### src/rtl/formula_checker_pkg.sv
// Shared constants, FSM encoding and width helpers for the sequential formula checker.
// Pure declarations: no timing and no handshake of its own.
package formula_checker_pkg;

  localparam logic [1:0] BOOL_ABSENT = 2'b00;
  localparam logic [1:0] BOOL_POS    = 2'b01;
  localparam logic [1:0] BOOL_NEG    = 2'b10;
  localparam logic [1:0] BOOL_RSVD   = 2'b11;

  typedef enum logic [1:0] {
    ST_IDLE,
    ST_EVAL,
    ST_DONE
  } state_t;

  function automatic int clog2(input int n);
    int r;
    r = 0;
    while ((1 << r) < n) r++;
    return r;
  endfunction

  // Index width that never collapses to zero bits for single-entry memories.
  function automatic int idx_w(input int n);
    return (n <= 1) ? 1 : clog2(n);
  endfunction

  function automatic int acc_w(input int coef_w, input int var_w, input int num_vars);
    return coef_w + var_w + clog2(num_vars + 1) + 1;
  endfunction

endpackage

### src/rtl/formula_checker_seq_clause_eval.sv
// Single-clause evaluator: purely combinational, zero latency, no backpressure.
// Integer literal holds when enabled and the affine sum is <= 0; boolean literals are OR-ed in.
module clause_eval
  import formula_checker_pkg::*;
#(
  parameter int INT_COEF_W    = 4,
  parameter int INT_VAR_W     = 4,
  parameter int NUM_INT_VARS  = 2,
  parameter int NUM_BOOL_VARS = 2
) (
  input  logic [(NUM_INT_VARS+1)*INT_COEF_W-1:0] int_coefs,
  input  logic [2*NUM_BOOL_VARS-1:0]             bool_coefs,
  input  logic                                   int_en,
  input  logic                                   clause_en,
  input  logic [NUM_INT_VARS*INT_VAR_W-1:0]      int_assign,
  input  logic [NUM_BOOL_VARS-1:0]               bool_assign,
  output logic                                   sat
);

  localparam int ACC_W = acc_w(INT_COEF_W, INT_VAR_W, NUM_INT_VARS);

  logic signed [ACC_W-1:0] acc;
  logic                    bool_hit;

  always_comb begin
    acc = ACC_W'($signed(int_coefs[NUM_INT_VARS*INT_COEF_W +: INT_COEF_W]));
    for (int i = 0; i < NUM_INT_VARS; i++) begin
      acc = acc + ACC_W'($signed(int_coefs[i*INT_COEF_W +: INT_COEF_W]))
                * ACC_W'($signed(int_assign[i*INT_VAR_W +: INT_VAR_W]));
    end
  end

  always_comb begin
    bool_hit = 1'b0;
    for (int j = 0; j < NUM_BOOL_VARS; j++) begin
      case (bool_coefs[2*j +: 2])
        BOOL_POS:              if (bool_assign[j])  bool_hit = 1'b1;
        BOOL_NEG:              if (!bool_assign[j]) bool_hit = 1'b1;
        BOOL_ABSENT, BOOL_RSVD: bool_hit = bool_hit;
      endcase
    end
  end

  assign sat = !clause_en || (int_en && (acc <= 0)) || bool_hit;

endmodule

### src/rtl/formula_checker_seq.sv
// Time-multiplexed formula checker: LANES clauses per cycle, done pulses ceil(N/LANES)+1 cycles after start.
// No backpressure: start is only taken in IDLE, config writes outside IDLE are dropped.
module formula_checker_seq
  import formula_checker_pkg::*;
#(
  parameter int INT_COEF_W    = 4,
  parameter int INT_VAR_W     = 4,
  parameter int NUM_INT_VARS  = 2,
  parameter int NUM_BOOL_VARS = 2,
  parameter int NUM_CLAUSES   = 4,
  parameter int LANES         = 1
) (
  input  logic                                   in_clk,
  input  logic                                   in_reset,
  input  logic                                   in_cfg_we,
  input  logic [idx_w(NUM_CLAUSES)-1:0]          in_cfg_index,
  input  logic [(NUM_INT_VARS+1)*INT_COEF_W-1:0] in_cfg_int_coefs,
  input  logic [2*NUM_BOOL_VARS-1:0]             in_cfg_bool_coefs,
  input  logic                                   in_cfg_int_en,
  input  logic                                   in_cfg_clause_en,
  input  logic                                   in_start,
  input  logic                                   in_early_exit,
  input  logic [NUM_INT_VARS*INT_VAR_W-1:0]      in_int_assign,
  input  logic [NUM_BOOL_VARS-1:0]               in_bool_assign,
  output logic                                   out_busy,
  output logic                                   out_done,
  output logic                                   out_satisfied,
  output logic [NUM_CLAUSES-1:0]                 out_clause_sat,
  output logic [clog2(NUM_CLAUSES+1)-1:0]        out_unsat_count,
  output logic [idx_w(NUM_CLAUSES)-1:0]          out_first_unsat_idx,
  output logic                                   out_first_unsat_valid
);

  localparam int CIDX_W = idx_w(NUM_CLAUSES);
  localparam int CNT_W  = clog2(NUM_CLAUSES + 1);
  localparam int NB     = (NUM_CLAUSES + LANES - 1) / LANES;
  localparam int BW     = idx_w(NB);
  localparam int COEF_W = (NUM_INT_VARS + 1) * INT_COEF_W;

  state_t state, state_nxt;

  logic [COEF_W-1:0]          mem_coefs [NUM_CLAUSES];
  logic [2*NUM_BOOL_VARS-1:0] mem_bools [NUM_CLAUSES];
  logic [NUM_CLAUSES-1:0]     mem_int_en, mem_clause_en;

  logic [NUM_INT_VARS*INT_VAR_W-1:0] snap_int;
  logic [NUM_BOOL_VARS-1:0]          snap_bool;
  logic                              snap_early;
  logic [BW-1:0]                     batch;

  logic [NUM_CLAUSES-1:0] acc_cs, cs_nxt;
  logic [CNT_W-1:0]       acc_cnt, cnt_nxt;
  logic [CIDX_W-1:0]      acc_first, first_nxt;
  logic                   acc_fv, fv_nxt, batch_unsat;

  logic [LANES-1:0]  lane_vld, lane_sat;
  logic [CIDX_W-1:0] lane_idx [LANES];

  wire accept   = (state == ST_IDLE) && in_start;
  wire last_bat = (batch == BW'(NB - 1));

  always_ff @(posedge in_clk or negedge in_reset) begin
    if (!in_reset) state <= ST_IDLE;
    else           state <= state_nxt;
  end

  always_comb begin
    state_nxt = state;
    case (state)
      ST_IDLE: if (in_start) state_nxt = ST_EVAL;
      ST_EVAL: if (last_bat || (snap_early && batch_unsat)) state_nxt = ST_DONE;
      ST_DONE: state_nxt = ST_IDLE;
      default: state_nxt = ST_IDLE;
    endcase
  end

  always_comb begin
    out_busy = (state == ST_EVAL);
    out_done = (state == ST_DONE);
  end

  always_ff @(posedge in_clk or negedge in_reset) begin
    if (!in_reset) begin
      for (int k = 0; k < NUM_CLAUSES; k++) begin
        mem_coefs[k] <= '0;
        mem_bools[k] <= '0;
      end
      mem_int_en    <= '0;
      mem_clause_en <= '0;
    end else if (state == ST_IDLE && in_cfg_we && (32'(in_cfg_index) < 32'(NUM_CLAUSES))) begin
      mem_coefs[in_cfg_index]     <= in_cfg_int_coefs;
      mem_bools[in_cfg_index]     <= in_cfg_bool_coefs;
      mem_int_en[in_cfg_index]    <= in_cfg_int_en;
      mem_clause_en[in_cfg_index] <= in_cfg_clause_en;
    end
  end

  for (genvar l = 0; l < LANES; l++) begin : g_lane
    logic [31:0] pos;
    assign pos         = 32'(batch) * 32'(LANES) + 32'(l);
    assign lane_vld[l] = (pos < 32'(NUM_CLAUSES));
    assign lane_idx[l] = lane_vld[l] ? pos[CIDX_W-1:0] : '0;

    clause_eval #(
      .INT_COEF_W   (INT_COEF_W),
      .INT_VAR_W    (INT_VAR_W),
      .NUM_INT_VARS (NUM_INT_VARS),
      .NUM_BOOL_VARS(NUM_BOOL_VARS)
    ) u_eval (
      .int_coefs  (mem_coefs[lane_idx[l]]),
      .bool_coefs (mem_bools[lane_idx[l]]),
      .int_en     (mem_int_en[lane_idx[l]]),
      .clause_en  (mem_clause_en[lane_idx[l]]),
      .int_assign (snap_int),
      .bool_assign(snap_bool),
      .sat        (lane_sat[l])
    );
  end

  // Lanes are scanned low to high so the first unsat index stays the lowest one.
  always_comb begin
    cs_nxt      = acc_cs;
    cnt_nxt     = acc_cnt;
    first_nxt   = acc_first;
    fv_nxt      = acc_fv;
    batch_unsat = 1'b0;
    for (int l = 0; l < LANES; l++) begin
      if (lane_vld[l]) begin
        cs_nxt[lane_idx[l]] = lane_sat[l];
        if (!lane_sat[l]) begin
          batch_unsat = 1'b1;
          cnt_nxt     = cnt_nxt + CNT_W'(1);
          if (!fv_nxt) first_nxt = lane_idx[l];
          fv_nxt = 1'b1;
        end
      end
    end
  end

  always_ff @(posedge in_clk or negedge in_reset) begin
    if (!in_reset) begin
      snap_int              <= '0;
      snap_bool             <= '0;
      snap_early            <= 1'b0;
      batch                 <= '0;
      acc_cs                <= '0;
      acc_cnt               <= '0;
      acc_first             <= '0;
      acc_fv                <= 1'b0;
      out_satisfied         <= 1'b0;
      out_clause_sat        <= '0;
      out_unsat_count       <= '0;
      out_first_unsat_idx   <= '0;
      out_first_unsat_valid <= 1'b0;
    end else if (accept) begin
      snap_int   <= in_int_assign;
      snap_bool  <= in_bool_assign;
      snap_early <= in_early_exit;
      batch      <= '0;
      acc_cs     <= '0;
      acc_cnt    <= '0;
      acc_first  <= '0;
      acc_fv     <= 1'b0;
    end else if (state == ST_EVAL) begin
      batch     <= batch + BW'(1);
      acc_cs    <= cs_nxt;
      acc_cnt   <= cnt_nxt;
      acc_first <= first_nxt;
      acc_fv    <= fv_nxt;
      if (state_nxt == ST_DONE) begin
        out_satisfied         <= (cnt_nxt == '0);
        out_clause_sat        <= cs_nxt;
        out_unsat_count       <= cnt_nxt;
        out_first_unsat_idx   <= first_nxt;
        out_first_unsat_valid <= fv_nxt;
      end
    end
  end

endmodule
### config.mk
export PLATFORM = sky130hd
export DESIGN_NAME = formula_checker_seq
export DESIGN_NICKNAME = d
export VERILOG_FILES = /design/src/rtl/formula_checker_pkg.sv /design/src/rtl/formula_checker_seq_clause_eval.sv /design/src/rtl/formula_checker_seq.sv
export SDC_FILE = /design/constraint.sdc
export NUM_CORES = 1
export LEC_CHECK = 0
export CORE_MARGIN = 5
export CORE_UTILIZATION = 45
export DETAILED_ROUTE_END_ITERATION = 10
export PLACE_DENSITY_LB_ADDON = 0.3
export RECOVER_POWER = 25
export SKIP_LAST_GASP = 1
export SLEW_MARGIN = 20
export SYNTH_ARGS = -nofsm -noshare
export SYNTH_HDL_FRONTEND = slang
export SYNTH_SLANG_ARGS = --single-unit
### constraint.sdc
create_clock -name in_clk -period 9.1 [get_ports in_clk]
set_clock_uncertainty 0.1 [all_clocks]
set_input_delay 0.91 -clock in_clk [delete_from_list [all_inputs] [get_ports in_clk]]
set_output_delay 0.91 -clock in_clk [all_outputs]
set_load 0.05 [all_outputs]
---- Word level (Yosys, flattened, before mapping) ----
Cells that the tools add are included.
cells by class
  add/sub/neg operators ................... 4
  multiply operators ...................... 2
  order comparisons ....................... 9
  equal/unequal tests ..................... 10
  muxes and demuxes ....................... 53
  bitwise logic cells ..................... 3
  reductions and logical operators ........ 19
operators by type and width
  operator               number
  $bwmux W48             1
  $mux W12               3
  $bmux W12 S2           1
  $demux W12 S2          1
  $mux W4                6
  $mux W2                10
  $bwmux W16             1
  $mul A4 B4 Y8          2
  $eq A2 B2 Y1 const B   7
  $mux W1                14
  $bwmux W4              3
  $mux W3                4
  $le A11 B1 Y1 const B  1
  $add A9 B8 Y10         1
  $add A4 B8 Y9          1
  $lt A2 B3 Y1 const B   3
  $bmux W4 S2            1
  $demux W4 S2           1
  $logic_and A1 B1 Y1    7
  $eq A2 B1 Y1 const B   3
  $ge A3 B3 Y1 const B   2
  $logic_not A2 Y1       3
  $not A2 Y3             2
  $pmux W1 S3            2
  other kinds (14)       20
storage, ports and cells
  register bits after elaboration ......... 108
  output and inout port bits .............. 13
  logic and storage cells ................. 124

---- Longest topological paths before layout ----
Gate-level depths: netlist of run 1.
  word-level depth ........................ 21
  gate-level depth with buffers ........... 24
  depth with buffers taken out ............ 21

---- Hierarchy ----
Synthesis of run 1 repeated with hierarchy kept, for this count alone.
second synthesis, totals
  cell total of the unflattened synthesis .. 519
  area total of the unflattened synthesis .. 6,857.8 um2
modules (own cells, without submodules)
  module               instances  cells an instance  area each (um2)  seq. area each (um2)
  formula_checker_seq  1          296                4,901.0          2,702.6
  clause_eval          1          223                1,956.9          0.0

---- Worst setup path after synthesis of run 1 ----
OpenSTA, ideal clock, no wires.
  kind .................................... register to register
  from .................................... register batch[0]
  to ...................................... register out_clause_sat[0]
  setup time .............................. 125 ps
  arrival time ............................ 6,552 ps
  path slack .............................. 2,323 ps
  cell stages (with the launch flop) ...... 23
  buffers on the path ..................... 3
  period minus slack after synthesis ...... 6,777 ps
  path through ............................ dfrtp_1 -> buf_2 -> clkbuf_1 -> mux4_2 -> inv_1 -> fa_1 -> inv_1 -> fa_1 -> fa_1 -> inv_1 -> fa_1 -> inv_1 -> ha_1 -> ha_1 -> and4_1 -> and2_1 -> a311oi_2 -> xnor2_1 -> a21o_1 -> a21oi_2 -> a22o_1 -> buf_6 -> mux2_4
between the ends
  cells in the longest elaborated chain, start to end .. 21
  elaborated cells on any way between the ends .. 52
  classes of those cells .................. add/sub (2); mul (2); order compare (4); eq/ne (8); mux (23); bitwise (1); reduce/logical (12)
ends and longest elaborated chain
  element                                       line                                                    RTL
  start: declaration                            formula_checker_seq.sv:49                               logic [BW-1:0] batch;
  start signal: assignment                      formula_checker_seq.sv:165                              batch <= batch + BW'(1);
  $lt A2 B3 Y1                                  formula_checker_seq.sv:101                              assign lane_vld[l] = (pos < 32'(NUM_CLAUSES));
  $mux W2                                       formula_checker_seq.sv:102                              assign lane_idx[l] = lane_vld[l] ? pos[CIDX_W-1:0] : '0;
  $not A2 Y3 (not written as such)              formula_checker_seq.sv:110, formula_checker_seq.sv:111
  $bmux W12 S2                                  formula_checker_seq.sv:110                              .int_coefs (mem_coefs[lane_idx[l]]),
  $mux W12 (not written as such) (2 in series)  formula_checker_seq.sv:110
  $mul A4 B4 Y8                                 formula_checker_seq_clause_eval.sv:29                   * ACC_W'($signed(int_assign[i*INT_VAR_W +: INT_VAR_W]));
  $add A4 B8 Y9                                 formula_checker_seq_clause_eval.sv:28                   acc = acc + ACC_W'($signed(int_coefs[i*INT_COEF_W +: INT_COEF_W]))
  $add A9 B8 Y10                                formula_checker_seq_clause_eval.sv:28
  (+5 left out)                                 -
  $mux W1                                       formula_checker_seq.sv:128                              if (lane_vld[l]) begin
  $logic_and A1 B1 Y1                           formula_checker_seq.sv:71                               ST_EVAL: if (last_bat || (snap_early && batch_unsat)) state_nxt = ST_DONE;
  $logic_or A1 B1 Y1 (*)                        formula_checker_seq.sv:71
  $mux W2 (*)                                   formula_checker_seq.sv:71
  $pmux W2 S2 (*)                               formula_checker_seq.sv:69                               case (state)
  named net state_nxt[1]                        formula_checker_seq.sv:40                               state_t state, state_nxt;
  $eq A2 B2 Y1 (*)                              formula_checker_seq.sv:170                              if (state_nxt == ST_DONE) begin
  $reduce_and A3 Y1 (no line) (*)               -
  end signal: assignment                        formula_checker_seq.sv:172                              out_clause_sat <= cs_nxt;
  end: declaration                              formula_checker_seq.sv:28                               output logic [NUM_CLAUSES-1:0] out_clause_sat,
Mark *: on every way through the listed nets, which the timed path passes. The rest lies on a longest branch. The select of a mux whose other input is x is not followed.
A chain may end at the register's enable or synchronous reset.

---- Final worst setup path of run 1 ----
  from .................................... register batch[0]
  to ...................................... register out_clause_sat[3]
between the ends
  cells in the longest elaborated chain, start to end .. 21
  elaborated cells on any way between the ends .. 52
  classes of those cells .................. add/sub (2); mul (2); order compare (4); eq/ne (8); mux (23); bitwise (1); reduce/logical (12)
ends and longest elaborated chain
  element                                       line                                                    RTL
  $lt A2 B3 Y1                                  formula_checker_seq.sv:101
  $mux W2                                       formula_checker_seq.sv:102
  $not A2 Y3 (not written as such)              formula_checker_seq.sv:110, formula_checker_seq.sv:111
  $bmux W12 S2                                  formula_checker_seq.sv:110
  $mux W12 (not written as such) (2 in series)  formula_checker_seq.sv:110
  $mul A4 B4 Y8                                 formula_checker_seq_clause_eval.sv:29
  $add A4 B8 Y9                                 formula_checker_seq_clause_eval.sv:28
  $add A9 B8 Y10                                formula_checker_seq_clause_eval.sv:28
  (+4 left out)                                 -
  $mux W1                                       formula_checker_seq.sv:130                              if (!lane_sat[l]) begin
  $mux W1                                       formula_checker_seq.sv:128
  $logic_and A1 B1 Y1                           formula_checker_seq.sv:71
  $logic_or A1 B1 Y1                            formula_checker_seq.sv:71
  $mux W2                                       formula_checker_seq.sv:71
  $pmux W2 S2                                   formula_checker_seq.sv:69
  $eq A2 B2 Y1                                  formula_checker_seq.sv:170
  $reduce_and A3 Y1 (no line)                   -
Several ways; a longest one is shown, not always the timed one. The select of a mux whose other input is x is not followed.

==> results.cfg, run 1 <==
[route]
firstDrtPassIters = 4
via_per_inst = 5.40
initialDrtViolationCount = 300
vias = 4112
highest-signal-layer = met4
ant_nets = 0
wl_met3_um = 320
dr_wl_met2_mm = 6.76
drt_wl_total_mm = 13.2
wl_per_cell_um = 17.3
wl_met1_mm = 5.90
drc_errors = 0

[critical_path]
worstPathMaxFanout = 16
crit_type = reg2reg
arrival_ps = 7800
cp_slowest_cell = dfrtp_1
slowest_delay_ps = 910
critical_path_required_ps = 9240
start_kind = flop
r2r_slack_ps = 1440
cpMostUsedCell = fa_1
path_cells = mux4_2 -> nand2_1 -> inv_1 -> fa_1 -> fa_1 -> inv_1 -> fa_1 -> inv_1 -> fa_1 -> ha_1 -> ha_1 -> and4_1 -> and2_1 -> a311oi_2 -> xnor2_1 -> a21o_1 -> a21oi_2 -> a22o_1 -> mux2_2
reg2reg_from = batch[0]
r2r-end = out_clause_sat[3]
cp-end-kind = flop
r2r_cells = 19

[synth]
synth_top_family_by_area = multiplexers
syn_nets = 635
synth-xor-area-share_pct = 1.57
async_flop_share_pct = 100
syn_area_per_cell_um2 = 12.7
synth_mux_area_share_pct = 23.0
synth_edf_count = 0
synthDistinctLibCells = 51
synth_flop_cell = dfrtp_1
synth-seq-cells = 108
ys_seq_area_share_pct = 40.5
synthAdderAreaFrac_pct = 18.3
syn_inst = 525
yosysWarnings = 0
syn-cell-area_mm2 = 0.00668
yosys.area_share.simple_pct = 6.15
synth_compound_area_share_pct = 5.87

[global_routing]
grt_pass1_vias = 4585
grt_pass1_wl_mm = 22.9
grt-ovfl-total = 0
gr-usage-all-layers_pct = 16.1
grt_max_degree = 85
antenna_found_initial = 0

[status]
violations = capacitance limit, slew limit
status = complete, but fails checks

[clock_tree]
cts_tree = yes
cts_resized = 0
clockBufferDepth = 2
htreeDepth = 3
cts-root-buf = clkbuf_16
clk_pin_slew_worst_paths_ps = 70
cts_setup_buffers = 0
worstSkewPairLatency_ps = 350
cts.sinks = 108
cts-hold-fix-buffers = 0
cts_buffers = 9

[timing]
max-slew-margin-rel_pct = -189
period_share_pct = 84.1
final.setup.tns_ps = 0
period_minus_slack_ps = 7660
rsz0062_at_grt = false
worst_pin_slew_ps = 4330
max_freq_mhz = 131
setup_viol = 0
hold_viol = 0
slew_violations = 85

[layout]
n_antenna_cell = 0
fin_nets = 683
utilization_pct = 52.7
syn_to_final_growth_pct = 14.7
layout-drive-gt1-share_pct = 22.0

[floorplan]
dieArea_mm2 = 0.0174
core_area_mm2 = 0.0145
num_io_pins = 48
die_w_um = 132
initial_core_util_pct = 45.9
rows = 44
die_y_um = 132

[placement]
io_buffers = 47
routabilityCongestion = 0.919
dp_hpwl_mm = 9.81

[worst_hold_path]
hp-class = reg2reg
min_path_cells = 1
min_from = acc_first[1]
hold-path-endpoint = acc_first[1]

[job]
maxCapViolations = 1
[worst max path at each step]
| stage | end | from | depth (start not counted) | slack, ps |
|---|---|---|---|---|
| after detailed placement | out_clause_sat[3] | batch[0] | 19 | 1380 |
| after global routing | out_unsat_count[2] | batch[0] | 19 | 890 |
| after global placement | out_clause_sat[3] | batch[0] | 19 | 1560 |
| after CTS | out_clause_sat[3] | batch[0] | 19 | 1370 |
| final | out_clause_sat[3] | batch[0] | 19 | 1440 |
| after floorplan | out_clause_sat[0] | batch[0] | 22 | 2320 |
[synthesized netlist by cell type, types with 4 or more instances]
library cell | n | share of area, %
a211oi_1 | 4 | 0.45
a21o_1 | 4 | 0.45
a21oi_1 | 13 | 0.97
a22o_1 | 5 | 0.66
and2_1 | 14 | 1.3
clkbuf_1 | 13 | 0.73
dfrtp_1 | 108 | 40
fa_1 | 38 | 11
ha_1 | 37 | 6.9
inv_1 | 63 | 3.5
mux2_1 | 8 | 1.3
mux2_2 | 77 | 13
mux2_4 | 6 | 1.3
mux2i_1 | 8 | 1.2
mux4_2 | 18 | 6.1
nand2_1 | 25 | 1.4
nand2b_1 | 9 | 0.84
nor2_1 | 11 | 0.62
o21ai_0 | 9 | 0.67
xnor2_1 | 8 | 1.0
xor2_1 | 4 | 0.52
[critical path: cells and delay by family, from the launching register on]
kind                       cells  cell delay [ps]
buffers and inverters          3              210
adders and majority gates      6             2820
and+or+nand+nor                3              650
AOI/OAI and AO/OA              4             1620
DFF                            1              910
muxes                          2             1060
xor gates and xnor gates       1              130
[sequential cells by signal, indices dropped and copies added (netlist names)]
name / count
snap_early: 1
out_first_unsat_idx: 2
batch: 2
out_satisfied: 1
acc_cnt: 3
state: 2
snap_int: 8
acc_first: 2
acc_fv: 1
out_first_unsat_valid: 1
out_unsat_count: 3
mem_clause_en: 4
mem_int_en: 4
mem_bools: 16
mem_coefs: 48
snap_bool: 2
acc_cs: 4
out_clause_sat: 4
[stage by stage]
step	instance area (µm²)	instances	hold WS, ps	worst slack, ps
2_1_floorplan	6680	525	365	2320
3_3_place_gp	7360	746	376	1560
3_5_place_dp	7360	746	381	1380
4_1_cts	7660	762	348	1370
5_1_grt	7660	762	417	894
6_report	7660	762	391	1440
[metal layers]
metal / vias to the layer above / global-route usage, %
li1: 1912 / -
met1: 2115 / 21.1
met2: 68 / 27.7
met3: 17 / 2.21
met4: 0 / 5.26
met5: - / 0
[cells by family after synthesis]
kind of cell / after synthesis
mux: 117
flops: 108
buf+inv: 80
simple gates: 78
fa+ha+maj: 75
compound gates: 55
xor+xnor: 12
[area by class of cell]
| cell class | count | area, µm² |
|---|---|---|
| clock inverter | 6 | 71.3 |
| multi-input combinational | 337 | 3670 |
| fill | 1261 | 6880 |
| inverter | 63 | 236 |
| clock buffer | 10 | 229 |
| timing repair buffer | 54 | 513 |
| tap | 184 | 230 |
| sequential | 108 | 2700 |
[layout by cell type, fill, tap and decap left out, drive strengths merged, types with 8 or more instances in the layout]
cell and count:
nand2b 9, o21ai 12, clkbuf 12, nor2 11, fa 38, mux2i 8, and2 14, mux4 18
mux2 91, a21oi 14, ha 37, xnor2 8, nand2 25, dfrtp 108, clkdlybuf4s50 46, inv 65
Power of run 1 is not shown: default switching activity piles up to over one toggle a cycle in this logic, so the estimate is an artifact.
==> inputs of run 2 (changes only) <==
==> constraint.sdc (replaced) <==
create_clock -name in_clk -period 6.85 [get_ports in_clk]
set_clock_uncertainty 0.1 [all_clocks]
set_input_delay 0.685 -clock in_clk [delete_from_list [all_inputs] [get_ports in_clk]]
set_output_delay 0.685 -clock in_clk [all_outputs]
set_load 0.05 [all_outputs]
==> results.cfg, run 2 (synthesis gave the netlist of run 1 again) <==
[status]
status = complete, but fails checks
violations = capacitance limit, slew limit

[clock_tree]
cts-root-buf = clkbuf_16
cts_tree = yes
worstSkewPairLatency_ps = 350
cts-hold-fix-buffers = 0
cts_buffers = 9
htreeDepth = 3
clockBufferDepth = 2
cts.sinks = 108
clk_pin_slew_worst_paths_ps = 70

[worst_hold_path]
hp-class = reg2reg

[global_routing]
use_met1_pct = 21.8
gr-usage-all-layers_pct = 16.3
grt_pass1_wl_mm = 23.3
use_met2_pct = 27.1
antenna_found_initial = 0
grt-ovfl-total = 0
use_met3_pct = 2.56
grt_max_degree = 65
grt_pass1_vias = 4559
top_usage_layer = met2

[critical_path]
crit_type = reg2reg
critical_path_required_ps = 6980
r2r_slack_ps = 330
start_kind = flop
arrival_ps = 6650
worstPathMaxFanout = 7
cp-end-kind = flop

[timing]
max_freq_mhz = 153
slew_violations = 111
hold_viol = 0
worst_pin_slew_ps = 3350
max-slew-margin-rel_pct = -123
setup_viol = 0
period_minus_slack_ps = 6520
period_share_pct = 95.1

[floorplan]
rows = 44
dieArea_mm2 = 0.0174
die_w_um = 132
initial_core_util_pct = 45.9
core_area_mm2 = 0.0145
num_io_pins = 48
die_y_um = 132

[route]
drt_wl_total_mm = 13.4
via_per_inst = 5.42
vias = 4166
ant_nets = 0
wl_per_cell_um = 17.5
firstDrtPassIters = 4
drc_errors = 0
initialDrtViolationCount = 181

[layout]
num-fill-cells = 1263
reg.largest.list = mem_coefs: 48 flops, mem_bools: 16 flops, snap_int: 8 flops
fin_nets = 692
final_cell_mix = 106 x dfrtp_1, 77 x mux2_2, 62 x inv_1, 45 x clkdlybuf4s50_1, 38 x fa_1
largest_reg_flops = 48
largest_register = mem_coefs
syn_to_final_growth_pct = 15.5
n_antenna_cell = 0
instances_no_fill = 768
layout-drive-gt1-share_pct = 23.3
layout_commonest_cell = dfrtp_1

[placement]
dp_hpwl_mm = 10.1
routabilityCongestion = 0.863
dp_cells = 751
io_buffers = 47

[job]
maxCapViolations = 2
==> run 2: final cells by class <==
| class | instances | area, µm² | area share (%) |
|---|---|---|---|
| Tap cell | 184 | 230 | 2.98 |
| Timing Repair Buffer | 63 | 577 | 7.48 |
| Inverter | 63 | 236 | 3.07 |
| Sequential cell | 108 | 2710 | 35.1 |
| Multi-Input combinational cell | 337 | 3680 | 47.8 |
| Clock inverter | 2 | 37.5 | 0.487 |
| Clock buffer | 11 | 243 | 3.15 |
==> run 2: what timing repair did <==
action | 4_1_cts | 5_1_grt
setup endpoints to repair | 0 | 22
gates resized for setup | 0 | 6
buffers inserted | 0 | 4
==> run 2: path summary, 6_finish.rpt <==
| check | from | end | cells past startpoint |
|---|---|---|---|
| hold reg to reg | out_unsat_count[2] | out_unsat_count[2] | 1 |
| setup reg to reg | batch[0] | out_clause_sat[0] | 20 |
| min in group asynchronous | in_reset | snap_int[1] | 1 |
| max in group asynchronous | in_reset | batch[0] | 2 |
| setup / recovery | batch[0] | out_clause_sat[0] | 20 |
| hold / removal | out_unsat_count[2] | out_unsat_count[2] | 1 |
==> run 2: worst max-delay path: stages (launching register included) <==
cell,delay [ps]
dfrtp_2,480
mux4_2,560
nand2b_1,190
fa_1,530
inv_1,50
fa_1,520
inv_1,50
fa_1,500
fa_1,520
fa_1,510
inv_1,40
ha_1,370
a21o_1,210
a2111oi_1,380
a41o_1,150
nor4b_1,50
a21o_1,230
a21oi_4,230
a22o_1,210
buf_4,190
mux2_4,310
==> run 2: through the flow <==
stage          hold WS (ps)  utilization (%)  cell area, µm²  TNS, ps  setup slack, ps
6_report                382             53.1            7710        0              333
5_1_grt                 407             53.1            7710     -298            -65.0
4_1_cts                 235             52.8            7680        0             20.2
3_5_place_dp            375             50.9            7400        0             82.0
3_3_place_gp            373             50.9            7400        0              214
2_1_floorplan           289                -            6680        0             72.7
==> run 2: metal layers <==
layer / vias to the layer above / wire length (µm)
li1: 1925 / -
met1: 2160 / 6150
met2: 59 / 6670
met3: 22 / 353
met4: 0 / 272
met5: - / 0
Power of run 2 is left out for the same reason.
